## config.mk

```make
export PLATFORM = sky130hd
export DESIGN_NAME = pmod_als_sampler_flat
export DESIGN_NICKNAME = d
export VERILOG_FILES = /design/src/rtl/pmod_als_sampler_if.sv /design/src/rtl/pmod_als_sampler.sv /design/src/flat_wrapper.sv
export SDC_FILE = /design/constraint.sdc
export NUM_CORES = 1
export LEC_CHECK = 0
export ABC_CLOCK_PERIOD_IN_PS = 4300
export CORE_MARGIN = 5
export CORE_UTILIZATION = 61
export DETAILED_ROUTE_END_ITERATION = 7
export PLACE_DENSITY_LB_ADDON = 0.3
export REMOVE_ABC_BUFFERS = 1
export SYNTH_ARGS = -nofsm -noshare
export SYNTH_HDL_FRONTEND = slang
export SYNTH_SLANG_ARGS = --single-unit
export TNS_END_PERCENT = 10
```

## constraint.sdc

```tcl
create_clock -name clock -period 4.3 [get_ports clock]
set_input_delay 0.43 -clock clock [delete_from_list [all_inputs] [get_ports clock]]
set_output_delay 0.43 -clock clock [all_outputs]
set_load 0.005 [all_outputs]
```

## src/rtl/pmod_als_sampler_if.sv

```systemverilog
// Pin and result bundle for the PmodALS sampler.
// master: the sampler (drives cs/sck, publishes sample/sample_valid/busy).
// slave : the sensor/consumer side (drives sdo, observes everything else).
interface pmod_als_sampler_if;
    logic       cs;
    logic       sck;
    logic       sdo;
    logic [7:0] sample;
    logic       sample_valid;
    logic       busy;

    modport master (
        output cs,
        output sck,
        input  sdo,
        output sample,
        output sample_valid,
        output busy
    );

    modport slave (
        input  cs,
        input  sck,
        output sdo,
        input  sample,
        input  sample_valid,
        input  busy
    );
endinterface

```

## src/rtl/pmod_als_sampler.sv

```systemverilog
// pmod_als_sampler: periodic SPI read of the PmodALS (ADC081S021) light sensor.
// Runs a 16-SCK frame every SAMPLE_PERIOD clocks and publishes the 8-bit level
// with a one-cycle valid strobe. Define ALS_AVG_EN to replace the raw level by
// a running average of the last four readings (one extra cycle of latency).
module pmod_als_sampler #(
    parameter int SCK_HALF      = 3,
    parameter int SAMPLE_PERIOD = 12000
) (
    input  logic               clock,
    input  logic               reset,
    input  logic               enable,
    pmod_als_sampler_if.master als
);

    localparam logic [1:0] ST_IDLE  = 2'd0;
    localparam logic [1:0] ST_SETUP = 2'd1;
    localparam logic [1:0] ST_SHIFT = 2'd2;
    localparam logic [1:0] ST_HOLD  = 2'd3;

    localparam int CNT_W = $clog2(SAMPLE_PERIOD);
    localparam int PH_W  = $clog2(2 * SCK_HALF);

    localparam logic [CNT_W-1:0] CNT_LAST = CNT_W'(SAMPLE_PERIOD - 1);
    localparam logic [PH_W-1:0]  HALF_M1  = PH_W'(SCK_HALF - 1);
    localparam logic [PH_W-1:0]  FULL_M1  = PH_W'(2 * SCK_HALF - 1);

    logic [1:0]       state_q, state_d;
    logic [CNT_W-1:0] cnt_q, cnt_d;
    logic [PH_W-1:0]  ph_q, ph_d;
    logic [3:0]       bit_q, bit_d;
    // Only raw[12:0] is kept: the three leading zero bits shift straight out.
    logic [12:0]      shift_q, shift_d;
    logic             cs_q, cs_d;
    logic             sck_q, sck_d;
    logic             busy_q, busy_d;
    logic [7:0]       sample_q, sample_d;
    logic             valid_q, valid_d;
    logic             data_load;

    // Frame sequencer: free-running period counter, SETUP/SHIFT/HOLD phases,
    // and pin levels derived from the next state so cs/sck come from flops.
    always_comb begin
        state_d   = state_q;
        ph_d      = ph_q;
        bit_d     = bit_q;
        shift_d   = shift_q;
        data_load = 1'b0;
        cnt_d     = (cnt_q == CNT_LAST) ? '0 : cnt_q + 1'b1;

        case (state_q)
            ST_IDLE: begin
                if ((cnt_q == CNT_LAST) && enable) begin
                    state_d = ST_SETUP;
                    ph_d    = '0;
                end
            end
            ST_SETUP: begin
                if (ph_q == HALF_M1) begin
                    state_d = ST_SHIFT;
                    ph_d    = '0;
                    bit_d   = '0;
                end else begin
                    ph_d = ph_q + 1'b1;
                end
            end
            ST_SHIFT: begin
                // This edge is the one where sck goes low->high.
                if (ph_q == HALF_M1) begin
                    shift_d = {shift_q[11:0], als.sdo};
                end
                if (ph_q == FULL_M1) begin
                    ph_d = '0;
                    if (bit_q == 4'd15) begin
                        state_d   = ST_HOLD;
                        data_load = 1'b1;
                    end else begin
                        bit_d = bit_q + 1'b1;
                    end
                end else begin
                    ph_d = ph_q + 1'b1;
                end
            end
            default: begin
                if (ph_q == HALF_M1) begin
                    state_d = ST_IDLE;
                    ph_d    = '0;
                end else begin
                    ph_d = ph_q + 1'b1;
                end
            end
        endcase

        cs_d   = !((state_d == ST_SETUP) || (state_d == ST_SHIFT));
        sck_d  = !((state_d == ST_SHIFT) && (ph_d <= HALF_M1));
        busy_d = (state_d != ST_IDLE);
    end

`ifdef ALS_AVG_EN
    logic [7:0] data_q, data_d;
    logic       pend_q, pend_d;
    logic [7:0] hist_q [3];
    logic [7:0] hist_d [3];
    logic [9:0] avg_sum;

    // Average stage: latch the new byte, then sum it with three history bytes.
    always_comb begin
        data_d   = data_load ? shift_q[12:5] : data_q;
        pend_d   = data_load;
        avg_sum  = {2'b00, data_q} + {2'b00, hist_q[0]} +
                   {2'b00, hist_q[1]} + {2'b00, hist_q[2]};
        sample_d = pend_q ? 8'(avg_sum >> 2) : sample_q;
        valid_d  = pend_q;
    end

    genvar gi;
    generate
        for (gi = 0; gi < 3; gi++) begin : g_hist
            // History tap: advances one slot each time an average is produced.
            if (gi == 0) begin : g_head
                always_comb hist_d[gi] = pend_q ? data_q : hist_q[gi];
            end else begin : g_tail
                always_comb hist_d[gi] = pend_q ? hist_q[gi-1] : hist_q[gi];
            end

            // History storage; zeroed by reset so the first outputs ramp up.
            always_ff @(posedge clock) begin
                if (reset) begin
                    hist_q[gi] <= '0;
                end else begin
                    hist_q[gi] <= hist_d[gi];
                end
            end
        end
    endgenerate

    // Average stage pipeline registers.
    always_ff @(posedge clock) begin
        if (reset) begin
            data_q <= '0;
            pend_q <= 1'b0;
        end else begin
            data_q <= data_d;
            pend_q <= pend_d;
        end
    end
`else
    // Unfiltered output: publish the data byte on HOLD entry.
    always_comb begin
        sample_d = data_load ? shift_q[12:5] : sample_q;
        valid_d  = data_load;
    end
`endif

    // Sequencer and output registers; reset drops any partial frame.
    always_ff @(posedge clock) begin
        if (reset) begin
            state_q  <= ST_IDLE;
            cnt_q    <= '0;
            ph_q     <= '0;
            bit_q    <= '0;
            shift_q  <= '0;
            cs_q     <= 1'b1;
            sck_q    <= 1'b1;
            busy_q   <= 1'b0;
            sample_q <= '0;
            valid_q  <= 1'b0;
        end else begin
            state_q  <= state_d;
            cnt_q    <= cnt_d;
            ph_q     <= ph_d;
            bit_q    <= bit_d;
            shift_q  <= shift_d;
            cs_q     <= cs_d;
            sck_q    <= sck_d;
            busy_q   <= busy_d;
            sample_q <= sample_d;
            valid_q  <= valid_d;
        end
    end

    assign als.cs           = cs_q;
    assign als.sck          = sck_q;
    assign als.busy         = busy_q;
    assign als.sample       = sample_q;
    assign als.sample_valid = valid_q;

endmodule

```

## src/flat_wrapper.sv

```systemverilog
// flat-port wrapper written by rule: the top's interface ports become plain ports
module pmod_als_sampler_flat 
#(
    parameter int SCK_HALF      = 3,
    parameter int SAMPLE_PERIOD = 12000
)
  (clock, reset, enable, als_cs, als_sck, als_sdo, als_sample, als_sample_valid, als_busy);
  pmod_als_sampler_if als_i ();
  input  logic clock;
  input  logic reset;
  input  logic enable;
  output wire logic [$bits(als_i.cs)-1:0] als_cs;
  output wire logic [$bits(als_i.sck)-1:0] als_sck;
  input wire logic [$bits(als_i.sdo)-1:0] als_sdo;
  output wire logic [$bits(als_i.sample)-1:0] als_sample;
  output wire logic [$bits(als_i.sample_valid)-1:0] als_sample_valid;
  output wire logic [$bits(als_i.busy)-1:0] als_busy;
  assign als_cs = als_i.cs;
  assign als_sck = als_i.sck;
  assign als_i.sdo = als_sdo;
  assign als_sample = als_i.sample;
  assign als_sample_valid = als_i.sample_valid;
  assign als_busy = als_i.busy;
  pmod_als_sampler #(.SCK_HALF(SCK_HALF), .SAMPLE_PERIOD(SAMPLE_PERIOD)) u_core (.clock(clock), .reset(reset), .enable(enable), .als(als_i));
endmodule
```

; Word-level counts from Yosys, hierarchy flattened
; Index checks and enable logic that the tools add are counted.
[word_totals]
inputBits = 4
register_bits = 48
[classes]
n_reduce_logical = 11
n_eq_ne = 11
n_mux = 17
magnitude_cmp = 1
add_sub_neg = 3
[op_table]
columns = cell, count
row1 = adder 14 x 1 -> 14 bit (second input constant), 1
row2 = equality test 14 bit (second input constant), 1
row3 = 2-to-1 mux 4 bit, 3
row4 = 2-to-1 mux 2 bit, 5
row5 = 2-to-1 mux 3 bit, 3
row6 = one-hot mux 4 bit (2 select lines), 1
row7 = one-hot mux 2 bit (3 select lines), 1
row8 = one-hot mux 3 bit (2 select lines), 1
row9 = adder 4 x 1 -> 4 bit (second input constant), 1
row10 = equality test 2 x 1 -> 1 bit (second input constant), 2
row11 = equality test 2 bit (second input constant), 2
row12 = equality test 4 bit (second input constant), 1
row13 = inequality test 2 x 1 -> 1 bit (second input constant), 2
row14 = AND reduction 4 bit, 1
row15 = nonzero test 2 bit, 2
row16 = adder 3 x 1 -> 3 bit (second input constant), 1
row17 = equality test 3 x 2 -> 1 bit (second input constant), 1
row18 = equality test 3 bit (second input constant), 1
row19 = less-or-equal comparator 3 x 2 -> 1 bit (second input constant), 1
row20 = 2-to-1 mux 1 bit, 3
row21 = logical AND 1 bit, 2
row22 = logical NOT 1 bit, 2
row23 = logical NOT 2 bit, 1
row24 = inequality test 2 bit (second input constant), 1
row25 = other kinds (3), 3

; Logic depth before layout (Yosys ltp)
[depth]
word_depth = 7
depth_mapped = 8
ltp_nobuf = 8

; Least setup slack after synthesis
; No wires, ideal clock.
[synth_timing]
path_kind = reg-to-reg
from = register u_core.cnt_q[0]
to = register u_core.cs_q (netlist: u_core.als.cs)
synth_period_minus_slack_ps = 2201
path_slack_ps = 2099
path_stages_with_launch = 8
required_ps = 4177
n_path_buf = 0
setup_ps = 123
t_arrival_ps = 2078
path_cell_list = dfxtp_1 -> ha_1 -> or4b_4 -> nor4_4 -> and3_2 -> a21oi_1 -> ha_1 -> or2_2
[synth_via]
elab_chain_len = 7
elab_cells_between_ends = 8
cone_classes = 3 x eq/ne / 2 x mux / 3 x reduce/logical
[synth_lines]
columns = element, line_no
row1 = from (decl), pmod_als_sampler.sv:28  ; logic [CNT_W-1:0] cnt_q, cnt_d;
row2 = from (signal assigned), pmod_als_sampler.sv:169  ; cnt_q <= cnt_d;
row3 = equality test 14 bit *, pmod_als_sampler.sv:52  ; if ((cnt_q == CNT_LAST) && enable) begin
row4 = logical AND 1 bit *, pmod_als_sampler.sv:52
row5 = 2-to-1 mux 2 bit *, pmod_als_sampler.sv:52
row6 = one-hot mux 2 bit (3 select lines) *, pmod_als_sampler.sv:50  ; case (state_q)
row7 = equality test 2 x 1 -> 1 bit or equality test 2 bit (tied branches), pmod_als_sampler.sv:93  ; cs_d = !((state_d == ST_SETUP) || (state_d == ST_SHIFT));
row8 = logical OR 1 bit *, pmod_als_sampler.sv:93
row9 = logical NOT 1 bit *, pmod_als_sampler.sv:93
row10 = via u_core.cs_d, pmod_als_sampler.sv:33  ; logic cs_q, cs_d;
row11 = to (signal assigned), pmod_als_sampler.sv:173  ; cs_q <= cs_d;
row12 = to (decl), pmod_als_sampler.sv:33
; Mark *: on every way through the listed nets, which the timed path passes. The rest lies on a longest branch.
; A chain may end at the register's enable or synchronous reset.

; Final worst setup path
; Same ends and word-level chain as after synthesis.

==> results.txt <==
Run status - finished, final reports clean
HP Class - flop to flop
Post-Place Cells - 287
Yosys warns - 0
CP Buf/Inv Count - 0
Crit Path Max Fanout - 5
#FFs+latches synth - 48
Die width - 68.37 um
Fraction of layout cells with a size suffix above 1 - 0.08032
GPL Wtd Cong - 0.8043
Clk_lat worst skew - 0.36 ns
CP Launch Type - flop
Vert. Die Dim - 68.37 um
First drt pass iteration count - 4
Endpoints failing setup - 0
Cell mode on critical path - ha_1
Post-synth EDFFs - 0
Area Overhead vs Synth - 11.38%
Pwr/cell area - 312.4 nW/um^2
Fin Clk Skew - 0.007324 ns
Clk sink count - 48
Filler cell count - 290
Max incr delay on CP - 0.49 ns
First-pass GRT wire length - 6065 um
Syn Inst Count - 237
Antenna Nets Post-Route - 0
DIE AREA - 4674 um^2
Nature of the critical path endpoint - flop
Resized cells post-CTS - 0
Area of the multi-input gates - 1028 um^2
Initial core utilization - 0.6277
Max frequency - 432.7 MHz
Tcrit/Tclk final - 0.5375
Unrepaired setup endpoints after global routing - no
Core Region - 3311 um^2
Vias in the first global route - 1,366
Async S/R FF share, synth - 0
Via count - 1,595
Via density - 5.407
GRT Resource Usage Total - 0.1731
CTS tree - yes
Critical path's top delay family - simple AND/OR/NAND/NOR gates
Critical Path Slowest Stage Cell - or4b_4
CTS H-tree lvls - 2
Placed wire-length estimate - 2489 um
Antenna violations before repair - 0
Number of buffers inserted by port buffering - 15
Worst endpoint required time - 4.56 ns
CTS buffer count - 5
Hold_buf cts - 0
Worst path arrival time - 2.57 ns
Layout Cells excl Fill - 295
Yosys cell types - 40
Grt ovf - 0
Slew margin rel. - 0.5879
Largest cells by area after synthesis - dfxtp_1 46%, nand2_1 5.6%, nor2_1 5.2%, mux2i_1 4.8%, a21oi_1 4.1%
Final Critical Period - 2.311 ns
Post-synth top area cell - dfxtp_1
Residual DRC count - 0
CTS Root Buffer Type - clkbuf_4
Final hold vios - 0
Worst VDD drop - 0.0002145 V
Num rows - 21
CTS clk-pin slew, worst paths - 0.13 ns
I/O pins - 16
ANT cells - 0
Nets@finish - 256
Critical path class - flop to flop
Starting DRT DRC Count - 118
Seq/Total Area, Yosys - 0.4624
Most common cell in the netlist - dfxtp_1
Mapped Avg Cell Area - 8.769 um^2
Worst slew pin tran - 0.6163 ns
Mapped cell area - 2078 um^2
Leak - 0.8954 nW
Top cell type's share of synthesized area - 0.4624
Largest net degree at the start of global routing - 35
Setup Fix Bufs, Post-CTS - 0
CP Cell Sequence - ha_1 > or4b_4 > nor4_4 > and3_2 > a21oi_1 > ha_1 > or2_2
Setup TNS - 0 ns
Top_reg_cell synth - dfxtp_1
Slew Limit Fails - 0
WL/cell - 12.39 um
WL final - 3654 um
Register area - 960.9 um^2
Max Cap Viol - 0
CTS Buffer Depth - 2
Top post-synthesis cells by count - 48 x dfxtp_1, 31 x nand2_1, 29 x nor2_1
==> registers in the layout, indices dropped and copies added, names as in the netlist <==
signal	cells
u_core.als.busy	1
u_core.als.sck	1
u_core.als.cs	1
u_core.bit_q	4
u_core.als.sample	8
u_core.state_q	2
u_core.als.sample_valid	1
u_core.shift_q	13
u_core.cnt_q	14
u_core.ph_q	3
==> metrics by stage <==
step / util / setup WS (ns) / power (mW) / hold WS, ns / instance area, um^2
floorplan: - / 2.099 / 0.4667 / 0.4260 / 2016
global placement: 0.6761 / 2.039 / 0.4768 / 0.4358 / 2238
detailed placement: 0.6761 / 1.998 / 0.4772 / 0.4443 / 2238
CTS: 0.6992 / 1.978 / 0.7343 / 0.4623 / 2315
global route: 0.6992 / 1.856 / 0.7577 / 0.4827 / 2315
finish: 0.6992 / 1.989 / 0.7232 / 0.4569 / 2315
==> cell usage in the layout, fill, tap and decap left out, drive strengths merged, types with 2 or more instances in the layout <==
cell and n:
nand4b 2, clkdlybuf4s50 15, nor2 29, mux2i 10
dfxtp 48, xnor2 7, nor3 10, nand4 4
and4 2, o22ai 2, buf 2, a21oi 17
a21o 2, a41o 2, or3 2, clkbuf 6
o21a 2, nor4 4, nand2b 5, nand2 31
ha 4, o21ai 3, nand3 10, and3 6
xor2 6, nor2b 2, inv 7
==> tightest hold or removal path, delay by kind of cell (launching register included) <==
kind	cells	cell delay (ns)
flip-flops	1	0.33
AO/OA/AOI/OAI	1	0.05
AND/OR/NAND/NOR	1	0.05
==> power by group <==
group	internal (mW)	total [mW]	switching (mW)
Clock	0.122	0.256	0.134
Combinational	0.00698	0.0178	0.0108
Sequential	0.447	0.449	0.00245
==> routing by layer <==
layer / up-vias / wire length [um] / global-route usage
li1: 831 / - / -
met1: 741 / 1783 / 0.2235
met2: 17 / 1683 / 0.2671
met3: 6 / 123 / 0.05090
met4: 0 / 63 / 0.07444
met5: - / 0 / 0
==> area by class of cell <==
| type | instances | share of cell area |
|---|---|---|
| Timing Repair Buffer | 17 | 0.07135 |
| Multi-Input combinational cell | 169 | 0.4443 |
| Sequential cell | 48 | 0.4151 |
| Clock inverter | 2 | 0.01514 |
| Clock buffer | 6 | 0.01784 |
| Inverter | 7 | 0.01135 |
| Tap cell | 46 | 0.02486 |
==> kinds of logic (layout without fill, tap and decap cells) <==
family / count (synthesis) / count (layout) / synth area share
multiplexers: 10 / 10 / 0.04817
AND/OR/NAND/NOR: 109 / 109 / 0.2643
AO/OA/AOI/OAI: 33 / 33 / 0.1035
XOR/XNOR: 13 / 13 / 0.05479
flip-flops: 48 / 48 / 0.4624
adder cells (fa/ha/maj): 4 / 4 / 0.02408
buffers and inverters: 20 / 32 / 0.04274
==> path summary, 6_finish.rpt <==
check,startpoint,end,slack [ns],cells past startpoint
setup / recovery,u_core.cnt_q[0],u_core.als.cs,1.99,7
hold / removal,u_core.shift_q[3],u_core.shift_q[4],0.46,2
setup reg to reg,u_core.cnt_q[0],u_core.als.cs,1.99,7
hold reg to reg,u_core.shift_q[3],u_core.shift_q[4],0.46,2
Power figures use the tool's default switching activity.
